**config.mk**
```make
export PLATFORM = sky130hd
export DESIGN_NAME = muldiv_ctrl_flat
export DESIGN_NICKNAME = d
export VERILOG_FILES = /design/src/rtl/muldiv_ctrl_pkg.sv /design/src/rtl/muldiv_ctrl_if.sv /design/src/rtl/muldiv_ctrl_div_iter.sv /design/src/rtl/muldiv_ctrl.sv /design/src/flat_wrapper.sv
export SDC_FILE = /design/constraint.sdc
export NUM_CORES = 2
export LEC_CHECK = 0
export CAP_MARGIN = 20
export CORE_ASPECT_RATIO = 0.8
export CORE_MARGIN = 1
export CORE_UTILIZATION = 35
export CTS_CLUSTER_SIZE = 12
export DETAILED_ROUTE_END_ITERATION = 10
export GPL_ROUTABILITY_DRIVEN = 0
export PLACE_DENSITY = 0.51
export SLEW_MARGIN = 20
export SYNTH_ARGS = -nofsm -noshare
export SYNTH_HDL_FRONTEND = slang
export SYNTH_HIERARCHICAL = 1
export SYNTH_SLANG_ARGS = --single-unit
```
**constraint.sdc**
```tcl
create_clock -name clk -period 11.1 [get_ports clk]
set_clock_uncertainty 0.2 [all_clocks]
set_input_delay 2.22 -clock clk [delete_from_list [all_inputs] [get_ports clk]]
set_output_delay 2.22 -clock clk [all_outputs]
set_load 0.02 [all_outputs]
```
**src/rtl/muldiv_ctrl_pkg.sv**
```systemverilog
// Shared definitions for the HI/LO multiply/divide unit: operand width,
// divider step count, FSM state encoding and the bit positions of the
// one-hot MULT/DIV/MFHL/MTHL op fields produced by the decoder.
package muldiv_ctrl_pkg;

  localparam int DATA_W    = 32;
  localparam int DIV_STEPS = 32;
  localparam int CNT_W     = $clog2(DIV_STEPS);

  // Op-field bit positions
  localparam int MULT_S = 0;  // mult  (signed)
  localparam int MULT_U = 1;  // multu (unsigned)
  localparam int DIV_S  = 0;  // div   (signed)
  localparam int DIV_U  = 1;  // divu  (unsigned)
  localparam int MF_LO  = 0;  // mflo
  localparam int MF_HI  = 1;  // mfhi
  localparam int MT_LO  = 0;  // mtlo
  localparam int MT_HI  = 1;  // mthi

  typedef enum logic [1:0] {
    S_IDLE    = 2'd0,
    S_MUL     = 2'd1,
    S_DIV_RUN = 2'd2,
    S_DIV_FIX = 2'd3
  } state_t;

endpackage

```
**src/rtl/muldiv_ctrl_if.sv**
```systemverilog
// EX-stage bundle between the decoder/pipeline (master) and the HI/LO
// unit (slave).
//   valid_in, MULT, DIV, MFHL, MTHL, flush, src_a, src_b : pipeline -> unit
//   stall, busy, hi, lo, mfhl_data                      : unit -> pipeline
interface muldiv_ctrl_if;
  import muldiv_ctrl_pkg::*;

  logic              valid_in;
  logic [1:0]        MULT;
  logic [1:0]        DIV;
  logic [1:0]        MFHL;
  logic [1:0]        MTHL;
  logic              flush;
  logic [DATA_W-1:0] src_a;
  logic [DATA_W-1:0] src_b;
  logic              stall;
  logic              busy;
  logic [DATA_W-1:0] hi;
  logic [DATA_W-1:0] lo;
  logic [DATA_W-1:0] mfhl_data;

  modport master (
    output valid_in, MULT, DIV, MFHL, MTHL, flush, src_a, src_b,
    input  stall, busy, hi, lo, mfhl_data
  );

  modport slave (
    input  valid_in, MULT, DIV, MFHL, MTHL, flush, src_a, src_b,
    output stall, busy, hi, lo, mfhl_data
  );

endinterface

```
**src/rtl/muldiv_ctrl_div_iter.sv**
```systemverilog
// Unsigned radix-2 restoring divider datapath: one quotient bit per step.
//   clk, rst          : clock, asynchronous active-high reset
//   load              : capture dividend/divisor, clear remainder
//   step              : perform one shift/subtract iteration
//   dividend, divisor : unsigned operands
//   quot, rem         : quotient / remainder (valid after DATA_W steps)
module div_iter #(
  parameter int DATA_W = 32
) (
  input  logic              clk,
  input  logic              rst,
  input  logic              load,
  input  logic              step,
  input  logic [DATA_W-1:0] dividend,
  input  logic [DATA_W-1:0] divisor,
  output logic [DATA_W-1:0] quot,
  output logic [DATA_W-1:0] rem
);

  logic [DATA_W-1:0] dvsr;
  logic [DATA_W:0]   shifted;
  logic [DATA_W:0]   diff;
  logic              ge;

  // Shift next dividend bit into the partial remainder and trial-subtract.
  // If the shifted value spilled into bit DATA_W it is certainly >= dvsr.
  assign shifted = {rem, quot[DATA_W-1]};
  assign diff    = {1'b0, shifted[DATA_W-1:0]} - {1'b0, dvsr};
  assign ge      = shifted[DATA_W] | ~diff[DATA_W];

  always_ff @(posedge clk or posedge rst) begin
    if (rst) begin
      quot <= '0;
      rem  <= '0;
      dvsr <= '0;
    end else if (load) begin
      quot <= dividend;
      rem  <= '0;
      dvsr <= divisor;
    end else if (step) begin
      quot <= {quot[DATA_W-2:0], ge};
      rem  <= ge ? diff[DATA_W-1:0] : shifted[DATA_W-1:0];
    end
  end

endmodule

```
**src/rtl/muldiv_ctrl.sv**
```systemverilog
// HI/LO multiply/divide controller for the EX stage.
//   clk, rst : clock, asynchronous active-high reset
//   bus      : muldiv_ctrl_if.slave -- op fields/operands in; stall, busy,
//              hi, lo and mfhl_data out
// mult/multu take one busy cycle, div/divu take 34 (32 steps, a sign-fix
// cycle and a commit cycle). mfhi/mflo read committed HI/LO only.
module muldiv_ctrl #(
  parameter int DATA_W = 32
) (
  input  logic         clk,
  input  logic         rst,
  muldiv_ctrl_if.slave bus
);
  import muldiv_ctrl_pkg::*;

  state_t state, state_nxt;

  logic busy, acc, op_mul, op_div, op_mt, any_op;
  logic mul_start, div_load, div_step, mt_wr;

  logic signed [DATA_W:0]   mul_a, mul_b;
  logic [2*DATA_W-1:0]      prod;
  logic                     neg_a, neg_b, sign_q, sign_r, div_zero, fix_done;
  logic [DATA_W-1:0]        abs_a, abs_b, quot, rem, q_fix, r_fix, hi, lo;
  logic [CNT_W-1:0]         cnt;

  assign busy   = (state != S_IDLE);
  assign op_mul = bus.MULT[MULT_S] | bus.MULT[MULT_U];
  assign op_div = bus.DIV[DIV_S]   | bus.DIV[DIV_U];
  assign op_mt  = bus.MTHL[MT_HI]  | bus.MTHL[MT_LO];
  assign any_op = op_mul | op_div | op_mt | bus.MFHL[MF_HI] | bus.MFHL[MF_LO];
  assign acc    = bus.valid_in & ~bus.flush & ~busy;

  assign bus.stall = ~rst & bus.valid_in & ~bus.flush & busy & any_op;
  assign bus.busy  = busy;
  assign bus.hi    = hi;
  assign bus.lo    = lo;

  always_comb begin
    bus.mfhl_data = '0;
    if (!rst) begin
      if (bus.MFHL[MF_HI])      bus.mfhl_data = hi;
      else if (bus.MFHL[MF_LO]) bus.mfhl_data = lo;
    end
  end

  // Divider works on magnitudes; signs are reapplied in S_DIV_FIX.
  assign neg_a = bus.DIV[DIV_S] & bus.src_a[DATA_W-1];
  assign neg_b = bus.DIV[DIV_S] & bus.src_b[DATA_W-1];
  assign abs_a = neg_a ? -bus.src_a : bus.src_a;
  assign abs_b = neg_b ? -bus.src_b : bus.src_b;

  // 33-bit operands carry the signed/unsigned choice; the low 64 bits of
  // the sign-extended product are the architectural result either way.
  assign prod = {{(DATA_W-1){mul_a[DATA_W]}}, mul_a}
              * {{(DATA_W-1){mul_b[DATA_W]}}, mul_b};

  always_ff @(posedge clk or posedge rst) begin
    if (rst) state <= S_IDLE;
    else     state <= state_nxt;
  end

  always_comb begin
    state_nxt = state;
    mul_start = 1'b0;
    div_load  = 1'b0;
    div_step  = 1'b0;
    mt_wr     = 1'b0;
    case (state)
      S_IDLE: begin
        if (acc) begin
          if (op_mul) begin
            mul_start = 1'b1;
            state_nxt = S_MUL;
          end else if (op_div) begin
            div_load  = 1'b1;
            state_nxt = S_DIV_RUN;
          end else if (op_mt) begin
            mt_wr = 1'b1;
          end
        end
      end
      S_MUL:     state_nxt = S_IDLE;
      S_DIV_RUN: begin
        div_step = 1'b1;
        if (cnt == CNT_W'(DIV_STEPS - 1)) state_nxt = S_DIV_FIX;
      end
      S_DIV_FIX: if (fix_done) state_nxt = S_IDLE;
      default:   state_nxt = S_IDLE;
    endcase
  end

  div_iter #(.DATA_W(DATA_W)) u_div_iter (
    .clk      (clk),
    .rst      (rst),
    .load     (div_load),
    .step     (div_step),
    .dividend (abs_a),
    .divisor  (abs_b),
    .quot     (quot),
    .rem      (rem)
  );

  always_ff @(posedge clk or posedge rst) begin
    if (rst) begin
      mul_a    <= '0;
      mul_b    <= '0;
      sign_q   <= 1'b0;
      sign_r   <= 1'b0;
      div_zero <= 1'b0;
      fix_done <= 1'b0;
      cnt      <= '0;
      q_fix    <= '0;
      r_fix    <= '0;
      hi       <= '0;
      lo       <= '0;
    end else begin
      // Operand capture on acceptance
      if (mul_start) begin
        mul_a <= {bus.MULT[MULT_S] & bus.src_a[DATA_W-1], bus.src_a};
        mul_b <= {bus.MULT[MULT_S] & bus.src_b[DATA_W-1], bus.src_b};
      end
      if (div_load) begin
        sign_q   <= neg_a ^ neg_b;
        sign_r   <= neg_a;
        div_zero <= (bus.src_b == '0);
        fix_done <= 1'b0;
        cnt      <= '0;
      end
      if (div_step) cnt <= cnt + CNT_W'(1);

      // Sign fix: first S_DIV_FIX cycle. A zero divisor leaves rem equal to
      // |a|, so restoring the dividend sign gives hi = src_a naturally.
      if (state == S_DIV_FIX && !fix_done) begin
        q_fix    <= div_zero ? '1 : (sign_q ? -quot : quot);
        r_fix    <= sign_r ? -rem : rem;
        fix_done <= 1'b1;
      end

      // HI/LO commit
      if (state == S_MUL) begin
        hi <= prod[2*DATA_W-1:DATA_W];
        lo <= prod[DATA_W-1:0];
      end else if (state == S_DIV_FIX && fix_done) begin
        hi <= r_fix;
        lo <= q_fix;
      end else if (mt_wr) begin
        if (bus.MTHL[MT_HI]) hi <= bus.src_a;
        if (bus.MTHL[MT_LO]) lo <= bus.src_a;
      end
    end
  end

endmodule

```
**src/flat_wrapper.sv**
```systemverilog
// flat-port wrapper written by rule: the top's interface ports become plain ports
module muldiv_ctrl_flat import muldiv_ctrl_pkg::*;
#(
  parameter int DATA_W = 32
)
  (clk, rst, bus_valid_in, bus_MULT, bus_DIV, bus_MFHL, bus_MTHL, bus_flush, bus_src_a, bus_src_b, bus_stall, bus_busy, bus_hi, bus_lo, bus_mfhl_data);
  muldiv_ctrl_if bus_i ();
  input  logic clk;
  input  logic rst;
  input wire logic [$bits(bus_i.valid_in)-1:0] bus_valid_in;
  input wire logic [$bits(bus_i.MULT)-1:0] bus_MULT;
  input wire logic [$bits(bus_i.DIV)-1:0] bus_DIV;
  input wire logic [$bits(bus_i.MFHL)-1:0] bus_MFHL;
  input wire logic [$bits(bus_i.MTHL)-1:0] bus_MTHL;
  input wire logic [$bits(bus_i.flush)-1:0] bus_flush;
  input wire logic [$bits(bus_i.src_a)-1:0] bus_src_a;
  input wire logic [$bits(bus_i.src_b)-1:0] bus_src_b;
  output wire logic [$bits(bus_i.stall)-1:0] bus_stall;
  output wire logic [$bits(bus_i.busy)-1:0] bus_busy;
  output wire logic [$bits(bus_i.hi)-1:0] bus_hi;
  output wire logic [$bits(bus_i.lo)-1:0] bus_lo;
  output wire logic [$bits(bus_i.mfhl_data)-1:0] bus_mfhl_data;
  assign bus_i.valid_in = bus_valid_in;
  assign bus_i.MULT = bus_MULT;
  assign bus_i.DIV = bus_DIV;
  assign bus_i.MFHL = bus_MFHL;
  assign bus_i.MTHL = bus_MTHL;
  assign bus_i.flush = bus_flush;
  assign bus_i.src_a = bus_src_a;
  assign bus_i.src_b = bus_src_b;
  assign bus_stall = bus_i.stall;
  assign bus_busy = bus_i.busy;
  assign bus_hi = bus_i.hi;
  assign bus_lo = bus_i.lo;
  assign bus_mfhl_data = bus_i.mfhl_data;
  muldiv_ctrl #(.DATA_W(DATA_W)) u_core (.clk(clk), .rst(rst), .bus(bus_i));
endmodule
```
==> summary.md <==
| Metric | Value |
|---|---|
| CP required | `11.39 ns` |
| Number of max-cap violations | `0` |
| Synth Warn # | `6` |
| Reg2reg path depth | `23` |
| Die area | `161000 um2` |
| Crit Path Class | `reg -> reg` |
| CTS H-Tree Depth | `1` |
| Vias | `42485` |
| Sink Count | `about 300` |
| Crit Path Max Fanout | `17` |
| Worst reg2reg endpoint | `u_core/bus.hi[25]` |
| Vias per cell | `5.12` |
| Clock period minus worst slack | `approximately 9.6 ns` |
| Clock Tree Root | `clkbuf_16` |
| Die Ht | `approximately 360 um` |
| Min Hold Slack | `~0.29 ns` |
| Cells after Synth | `6211` |
| Seq cells post-synth | `301` |
| Hold Startpoint | `u_core/sign_q` |
| Number of gates resized after cts | `0` |
| Mapped Area | `55700 um2` |
| Initial antenna violation count | `6` |
| Clk Latency, worst-skew pair | `0.64 ns` |
| Setup bufs post-CTS | `0` |
| DRT Pass-1 Iters | `6` |
| DRT antenna net count | `0` |
| WHS Endpoint | `u_core/sign_q` |
| Largest net degree at the start of global routing | `roughly 100` |
| Post-synth EDFFs | `0` |
| Final worst-path cycle share | `0.865` |
| Most frequent cells in the layout | `1182 x inv_1, 1126 x fa_1, 908 x nand2_1` |
| Slew @ Worst Pin | `1.07 ns` |
| Post-detail-place hpwl | `149 mm` |
| Post-synth top flop | `dfrtp_1` |
| Vias in the first global route | `43843` |
| Core box area | `157000 um2` |
| CTS tree | `built` |
| CTS Buffer Depth | `3` |
| First-pass GRT wire length | `approximately 290 mm` |
| FF-to-FF Start | `u_core/mul_a[32]` |
| Fmax | `104 MHz` |
| Netlist cell types | `80` |
| Nets | `7610` |
| Hold Crit Class | `reg -> reg` |
| Top Ports | `approximately 170` |
| CP endpoint kind | `flop` |
| Ys async rst share | `1.00` |
| Synth Net Count | `between 7000 and 8000` |
| Crit path DAT | `9.89 ns` |
| RSZ-0062 raised after global routing | `no` |
| Drt first-iter violations | `3386` |
| Fin. Hold Viols | `0` |
| Hold depth | `2` |
| Max-slew headroom | `0.287` |
| Slew Limit Fails | `0` |
| Drt total wl | `186 mm` |
| Final core utilization | `0.384` |
| Port bufs | `173` |
| Worst-path clk slew | `0.07 ns` |
| Register area share after synthesis | `0.135` |
| Layout area overhead | `8.61%` |
| Initial Util | `0.354` |
| Die X | `between 400 and 500 um` |
| DRC | `0` |
| Area after DPL | `59600 um2` |
| Hold-fix buffers at CTS | `0` |
| Status | `complete, no violations` |
| GR Util All Layers | `0.234` |
| Layout cells sized above 1 | `0.0437` |
| Syn Area/Cell | `8.97 um2` |
| TNS Setup | `0 ns` |
| Design area | `between 60000 and 70000 um2` |
| R2R setup slack | `roughly 1.5 ns` |
| GRT overflow | `0` |
| FP Rows | `130` |
| Most common cell after layout, fill and taps aside | `inv_1` |
| Endpoints failing setup | `0` |
| DR WL/cell | `22.4 um` |
| Num CTS Buffers | `31` |
| Launching element type of the critical path | `flop` |
how the worst max path moves through the flow:
stage,from,endpoint,slack [ns]
after floorplan,rst,u_core/bus.hi[0],2.73
after global placement,u_core/mul_b[1],u_core/bus.hi[30],1.20
after detailed placement,u_core/mul_a[32],u_core/bus.hi[25],1.67
after CTS,u_core/mul_a[32],u_core/bus.hi[25],1.62
after global routing,u_core/mul_a[32],u_core/bus.hi[25],1.15
final,u_core/mul_a[32],u_core/bus.hi[25],1.50
through the flow:
step                cells  setup slack (ns)
CTS                  8288              1.62
finish               8295              1.50
floorplan            6211              2.73
detailed placement   8237              1.67
global route         8289              1.15
global placement     8236              1.20
layout make-up:
type | instances | area (um2)
antenna | 7 | 17.5
clock buffer | 46 | 862
clock inverter | 5 | 40.0
fill | 16145 | 97000
inverter | 1186 | 4470
multi-input combinational | 4366 | 42400
sequential | 301 | 7560
tap | 2112 | 2640
timing repair buffer | 272 | 2480
cells by family (layout without fill, tap and decap cells):
family                   count (synthesis)  after routing  synth area share
AND/OR/NAND/NOR                       1922           1922             0.164
buffers and inverters                 1544           1509             0.104
adder cells (fa/ha/maj)               1376           1376             0.461
AO/OA/AOI/OAI                          746            746            0.0818
flip-flops                             301            301             0.135
XOR/XNOR                               220            220            0.0346
multiplexers                           102            102            0.0198
other                                    0              7                 0
cell usage after synthesis (all sizes together), types with 29 or more instances:
cell type / number / area share
a21oi: 259 / 0.023
a21o: 43 / 0.0058
o31ai: 29 / 0.0040
and2: 550 / 0.062
nand2: 909 / 0.061
xnor2: 98 / 0.015
ha: 250 / 0.056
mux2: 66 / 0.013
fa: 1126 / 0.40
inv: 1186 / 0.080
clkbuf: 349 / 0.024
dfrtp: 301 / 0.14
nor2: 266 / 0.018
xor2: 122 / 0.019
nand3: 39 / 0.0035
o21ai: 234 / 0.021
mux2i: 36 / 0.0065
routing by layer:
| layer | vias to the layer above | share of wire | track usage |
|---|---|---|---|
| met3 | 167 | 0.061 | 0.0274 |
| met5 | - | 0.000070 | 0 |
| met4 | 2 | 0.021 | 0.0400 |
| met2 | 1333 | 0.45 | 0.361 |
| met1 | 22271 | 0.47 | 0.355 |
| li1 | 18712 | - | - |
worst max-delay path, cell delays in order, from the launching register on:
cell,delay (ns)
dfrtp_1,0.96
nand2_1,0.30
inv_1,0.21
fa_1,0.49
fa_1,0.56
fa_1,0.93
fa_1,0.56
fa_1,0.50
fa_1,0.51
fa_1,0.49
inv_1,0.05
fa_1,0.47
inv_1,0.05
ha_1,0.41
and2_1,0.22
and4_1,0.38
nand4_1,0.18
a211o_1,0.29
nand2_1,0.26
o21ai_0,0.24
o21ai_0,0.53
a41oi_1,0.25
xnor2_1,0.29
o21ai_0,0.11
registers in the layout (all words and copies together) (netlist names), 2 cells and up:
register and flops:
u_core/mul_a 33, u_core/mul_b 33, u_core/bus.hi 32, u_core/bus.lo 32
u_core/q_fix 32, u_core/r_fix 32, u_core/u_div_iter/dvsr 32, u_core/u_div_iter/quot 32
u_core/u_div_iter/rem 32, u_core/cnt 5, u_core/state 2
Power is left out: the tool's default activity adds up to more than one toggle a clock period on the data nets, which glitch-free logic cannot reach.
